==> src/rtl/serial_tx_if.sv <==
// Producer-side handshake bundle for serial_tx: one word per tx_valid && tx_ready edge.
interface serial_tx_if #(
    parameter int DATA_BITS = 8
);
    logic [DATA_BITS-1:0] tx_data;
    logic                 tx_valid;
    logic                 tx_ready;

    modport master (output tx_data, output tx_valid, input tx_ready);
    modport slave  (input tx_data, input tx_valid, output tx_ready);
endinterface

==> src/rtl/serial_tx.sv <==
// Parallel-to-serial transmitter: start bit, DATA_BITS data bits LSB first, stop bit.
// The line is driven only from tx_r so the receiver never sees a glitch.
module serial_tx #(
    parameter int CLKS_PER_BIT = 868,
    parameter int DATA_BITS    = 8
) (
    input  logic        clk,
    input  logic        rst_n,
    serial_tx_if.slave  bus,
    output logic        tx,
    output logic        busy
);
    localparam int BAUD_W = $clog2(CLKS_PER_BIT);
    localparam int BIT_W  = $clog2(DATA_BITS);
    localparam logic [BAUD_W-1:0] BAUD_MAX = BAUD_W'(CLKS_PER_BIT - 1);
    localparam logic [BIT_W-1:0]  BIT_MAX  = BIT_W'(DATA_BITS - 1);

    typedef enum logic [1:0] {
        ST_IDLE  = 2'd0,
        ST_START = 2'd1,
        ST_DATA  = 2'd2,
        ST_STOP  = 2'd3
    } state_t;

    state_t                state_r, state_s;
    logic [BAUD_W-1:0]     baud_r, baud_s;
    logic [BIT_W-1:0]      bit_r, bit_s;
    logic [DATA_BITS-1:0]  shift_r, shift_s;
    logic                  tx_r, tx_s;
    logic                  ready_s;

    // Ready is decoded from registered state, which costs one idle cycle between frames.
    always_comb begin
        ready_s = (state_r == ST_IDLE);
    end

    assign bus.tx_ready = ready_s;
    assign busy         = ~ready_s;
    assign tx           = tx_r;

    // Next-state and next-output logic for the frame sequencer.
    always_comb begin
        state_s = state_r;
        baud_s  = baud_r;
        bit_s   = bit_r;
        shift_s = shift_r;
        tx_s    = tx_r;
        case (state_r)
            ST_IDLE: begin
                baud_s = '0;
                bit_s  = '0;
                if (bus.tx_valid) begin
                    shift_s = bus.tx_data;
                    state_s = ST_START;
                    tx_s    = 1'b0;
                end else begin
                    tx_s    = 1'b1;
                end
            end
            ST_START: begin
                if (baud_r == BAUD_MAX) begin
                    baud_s  = '0;
                    state_s = ST_DATA;
                    tx_s    = shift_r[0];
                end else begin
                    baud_s  = baud_r + BAUD_W'(1);
                end
            end
            ST_DATA: begin
                if (baud_r == BAUD_MAX) begin
                    baud_s = '0;
                    if (bit_r == BIT_MAX) begin
                        bit_s   = '0;
                        state_s = ST_STOP;
                        tx_s    = 1'b1;
                    end else begin
                        // Next bit is shift_r[1]; shifting keeps the LSB at index 0.
                        bit_s   = bit_r + BIT_W'(1);
                        shift_s = shift_r >> 1;
                        tx_s    = shift_r[1];
                    end
                end else begin
                    baud_s = baud_r + BAUD_W'(1);
                end
            end
            ST_STOP: begin
                tx_s = 1'b1;
                if (baud_r == BAUD_MAX) begin
                    baud_s  = '0;
                    state_s = ST_IDLE;
                end else begin
                    baud_s  = baud_r + BAUD_W'(1);
                end
            end
            default: begin
                state_s = ST_IDLE;
                baud_s  = '0;
                bit_s   = '0;
                shift_s = '0;
                tx_s    = 1'b1;
            end
        endcase
    end

    // State, counters, shift register and line flop; reset forces the line high at once.
    always_ff @(posedge clk or negedge rst_n) begin
        if (!rst_n) begin
            state_r <= ST_IDLE;
            baud_r  <= '0;
            bit_r   <= '0;
            shift_r <= '0;
            tx_r    <= 1'b1;
        end else begin
            state_r <= state_s;
            baud_r  <= baud_s;
            bit_r   <= bit_s;
            shift_r <= shift_s;
            tx_r    <= tx_s;
        end
    end
endmodule
==> src/flat_wrapper.sv <==
// flat-port wrapper written by rule: the top's interface ports become plain ports
module serial_tx_flat 
#(
    parameter int CLKS_PER_BIT = 868,
    parameter int DATA_BITS    = 8
)
  (clk, rst_n, tx, busy, bus_tx_data, bus_tx_valid, bus_tx_ready);
  serial_tx_if #(.DATA_BITS(DATA_BITS)) bus_i ();
  input  logic clk;
  input  logic rst_n;
  output logic tx;
  output logic busy;
  input wire logic [$bits(bus_i.tx_data)-1:0] bus_tx_data;
  input wire logic [$bits(bus_i.tx_valid)-1:0] bus_tx_valid;
  output wire logic [$bits(bus_i.tx_ready)-1:0] bus_tx_ready;
  assign bus_i.tx_data = bus_tx_data;
  assign bus_i.tx_valid = bus_tx_valid;
  assign bus_tx_ready = bus_i.tx_ready;
  serial_tx #(.CLKS_PER_BIT(CLKS_PER_BIT), .DATA_BITS(DATA_BITS)) u_core (.clk(clk), .rst_n(rst_n), .bus(bus_i), .tx(tx), .busy(busy));
endmodule
==> config.mk <==
export PLATFORM = sky130hd
export DESIGN_NAME = serial_tx_flat
export DESIGN_NICKNAME = d
export VERILOG_FILES = /design/src/rtl/serial_tx_if.sv /design/src/rtl/serial_tx.sv /design/src/flat_wrapper.sv
export SDC_FILE = /design/constraint.sdc
export NUM_CORES = 1
export LEC_CHECK = 0
export CORE_UTILIZATION = 43
export DETAILED_ROUTE_END_ITERATION = 10
export GPL_TIMING_DRIVEN = 0
export PLACE_DENSITY = 0.64
export SLEW_MARGIN = 15
export SYNTH_ARGS = -nofsm -noshare
export SYNTH_HDL_FRONTEND = slang
export SYNTH_SLANG_ARGS = --single-unit
export TNS_END_PERCENT = 100
==> constraint.sdc <==
create_clock -name clk -period 2.3 [get_ports clk]
set_input_delay 0.46 -clock clk [delete_from_list [all_inputs] [get_ports clk]]
set_output_delay 0.46 -clock clk [all_outputs]
set_load 0.05 [all_outputs]
==> Implementation_results.wiki <==
{| class="wikitable"
! Metric !! Value
|-
| Run status || completed
|-
| Yosys Warn Count || 0
|-
| Ant diodes || 0
|-
| Std cell rows || 19
|-
| Dominant cells by area after synthesis || sky130_fd_sc_hd__dfrtp_1 (44%), sky130_fd_sc_hd__mux2_2 (13%), sky130_fd_sc_hd__ha_1 (7.6%)
|-
| Number of clock sinks || 24
|-
| Req. time, crit path || 2.51 ns
|-
| Max VDD drop || 0.356 mV
|-
| Count of routing violations after the opening detailed-route iteration || 41
|-
| Reg clk slew, reported paths || 0.13 ns
|-
| Critical path origin || u_core.state_r[0]
|-
| First-pass GRT wire length || 3.91 mm
|-
| Die Span Y || between 50 and 60 µm
|-
| Synth Instances || approximately 110
|-
| Arrival time of the worst setup path || 2.34 ns
|-
| Overall routing resource usage || 15.6%
|-
| TritonCTS clock tree || built
|-
| Vias per cell || 5.41
|-
| Number of nets in the final layout || 149
|-
| Grt total ovfl || 0
|-
| Number of enable flip-flop cells after synthesis || 0
|-
| IO Port Bufs || 13
|-
| Hold/Removal Path Class || in2async
|-
| Count of cell types in the netlist || 33
|-
| Wire length per cell || 14.0 µm
|-
| Final sum of negative setup slack || 0 ns
|-
| Least-Margin Pin Slew || 0.541 ns
|-
| Maximum buffer depth of the clock tree || 2
|-
| Worst reg2reg startpoint || u_core.state_r[0]
|-
| Number of detailed-routing iterations run before antenna repair || 4
|-
| Final Instance Count excl. Fillers || 160
|-
| Highest clock frequency the design can meet || 468 MHz
|-
| Type of element launching the critical path || flip-flop
|-
| Static power due to leakage || 0.686 nW
|-
| Starting density of the core || 46.7%
|-
| Minimum clock period after layout || 2.14 ns
|-
| Final setup violating endpoints || 0
|-
| Netlist area before placement || between 1000 and 1500 µm²
|-
| Synth Flop Type || sky130_fd_sc_hd__dfrtp_1
|-
| Worst slew margin || 63.9%
|-
| Max-cap violations || 0
|-
| # IOs || 14
|-
| Area of the core || approximately 2800 µm²
|-
| Post-synth top area share || between 40% and 50%
|-
| Fin Clk Skew || 0.00582 ns
|-
| Synth-to-layout area growth || 14.1%
|-
| Count of pins over their slew limit || 0
|-
| Count of hold buffers inserted by post-cts repair || 0
|-
| Global placer's final weighted congestion || about 0.77
|-
| Total routed wirelength || approximately 2.2 mm
|-
| Clock insertion delay at the later pin of the skew report || 0.31 ns
|-
| Nets in the synthesized netlist || 131
|-
| Fraction of registers with async set/reset || 100%
|-
| Count of antenna-violating nets left after detailed routing || 0
|-
| Endpoint kind of the worst setup timing path || flip-flop
|-
| Width of the chip || 57.4 µm
|-
| Final Hold Vio Count || 0
|-
| Top-count cell post-synth || sky130_fd_sc_hd__dfrtp_1
|-
| Post-synthesis sequential element count || 24
|-
| Number of filler cells placed in the layout || 249
|-
| Full die area || 3300 µm²
|-
| Top cells by instance count after synthesis || sky130_fd_sc_hd__dfrtp_1 (23), sky130_fd_sc_hd__mux2_2 (15), sky130_fd_sc_hd__nor2_1 (14)
|-
| Count of placed standard cells including taps || 156
|-
| Fraction of layout cells with a size suffix above 1 || ~24%
|-
| Detailed-route DRC error count || 0
|-
| Number of antenna violations at the first check in global routing || 0
|-
| Via count of the first global-routing pass || 873
|-
| Yosys top cell by area || sky130_fd_sc_hd__dfrtp_1
|-
| Unrepaired setup endpoints after global routing || false
|-
| Portion of the post-synthesis area used by sequential elements || a little under half
|-
| Kind of critical path || reg2reg
|-
| Count of H-tree levels built during CTS || 1
|-
| Vias after detailed routing || 865
|-
| Final cycle utilization of the critical path || 92.8%
|-
| Maximum number of pins on one net before global-route repair || 25
|-
| Worst setup slack for register-to-register paths || ~0.16 ns
|-
| Maximum fanout along the worst path || 10
|-
| Power density over the cells || 426 nW/µm²
|-
| Half-perimeter wire length of the detailed placement result || around 1.6 mm
|-
| Worst hold-check slack || 0.108 ns
|-
| Num CTS Buffers || 3
|-
| Mean instance size in the synthesized netlist || 11.8 µm²
|-
| Root Driver || sky130_fd_sc_hd__clkbuf_4
|}
## area by class of cell
| type | count | area, µm² | share of cell area, % |
|---|---|---|---|
| well taps | 31 | 38.8 | 2.57 |
| clock buffers | 4 | 26.3 | 1.74 |
| inverters | 5 | 18.8 | 1.24 |
| plain buffers | 3 | 20.0 | 1.33 |
| multi-input cells | 80 | 683 | 45.3 |
| repair buffers | 13 | 119 | 7.88 |
| flip-flops and latches | 24 | 602 | 39.9 |
## sequential cells by signal, summed over array words and instances (netlist names)
name	flops
u_core.baud_r	10
u_core.shift_r	8
u_core.bit_r	3
u_core.state_r	2
u_core.tx	1
## layout by cell type (no fill, tap or decap), types with 2 or more instances in the layout
| master | synthesis | routed |
|---|---|---|
| sky130_fd_sc_hd__xnor2_1 | 2 | 2 |
| sky130_fd_sc_hd__and3_1 | 2 | 2 |
| sky130_fd_sc_hd__nor2_1 | 14 | 14 |
| sky130_fd_sc_hd__xor2_1 | 6 | 6 |
| sky130_fd_sc_hd__o21ai_0 | 3 | 3 |
| sky130_fd_sc_hd__ha_1 | 8 | 7 |
| sky130_fd_sc_hd__mux2i_1 | 4 | 4 |
| sky130_fd_sc_hd__clkdlybuf4s50_1 | 0 | 10 |
| sky130_fd_sc_hd__buf_2 | 1 | 2 |
| sky130_fd_sc_hd__clkbuf_1 | 1 | 2 |
| sky130_fd_sc_hd__dfrtp_1 | 23 | 23 |
| sky130_fd_sc_hd__clkbuf_4 | 0 | 3 |
| sky130_fd_sc_hd__inv_1 | 5 | 5 |
| sky130_fd_sc_hd__nand4_1 | 2 | 2 |
| sky130_fd_sc_hd__nand3_1 | 3 | 3 |
| sky130_fd_sc_hd__mux2_2 | 15 | 15 |
| sky130_fd_sc_hd__nand2_1 | 5 | 5 |
## path summary, 6_finish.rpt
check                               endpoint  depth (start not counted)
max                        u_core.shift_r[2]                          5
max reg2reg                u_core.shift_r[2]                          5
min in group clk            u_core.baud_r[0]                          1
min                         u_core.baud_r[1]                          1
min reg2reg                 u_core.baud_r[0]                          1
max in group asynchronous          u_core.tx                          1
## critical path, cell delays in order, from the launching register on
cell                       delay (ns)
sky130_fd_sc_hd__dfrtp_1         0.42
sky130_fd_sc_hd__inv_1           0.14
sky130_fd_sc_hd__ha_1            0.36
sky130_fd_sc_hd__clkbuf_1        0.47
sky130_fd_sc_hd__mux2_2          0.39
sky130_fd_sc_hd__mux2_2          0.26
## cell families after synthesis
logic type                 Yosys count  synth area share [%]
buffers and inverters                8                  2.94
and+or+nand+nor                     34                  13.6
DFF                                 24                  45.5
AOI/OAI and AO/OA                   10                  8.05
adders and majority gates            8                  7.58
xor gates and xnor gates             8                  5.30
muxes                               20                  17.0
## what timing repair did
action,4_1_cts,5_1_grt
setup buffers,0,0
endpoints found under the hold margin,0,0
gates resized for setup,3,2
setup endpoints to repair,2,2
gates cloned,0,0
## power breakdown
| part | leakage [nW] | internal [W] | total [W] | switching [W] |
|---|---|---|---|---|
| clock network | 0.0150 | 0.0000677 | 0.000190 | 0.000122 |
| registers | 0.312 | 0.000422 | 0.000422 | 0 |
| logic | 0.359 | 0.0000189 | 0.0000307 | 0.0000117 |
## metrics by stage
stage	total power [W]	utilization (%)	setup slack (ns)	instance area, µm²
detailed placement	0.000462	52.7	0.0693	1490
global route	0.000674	53.3	0.0485	1510
CTS	0.000651	53.6	0.0164	1520
floorplan	0.000437	-	0.307	1320
finish	0.000642	53.3	0.165	1510
global placement	0.000462	52.7	0.109	1490
## per-layer routing
metal | global-route usage [%] | part of all wire [%]
met1 | 20.1 | 47
met2 | 25.7 | 49
met3 | 4.99 | 3.4
met4 | 3.48 | 0.85
met5 | 0 | 0
Note: power is estimated with default switching activity, not from simulation.
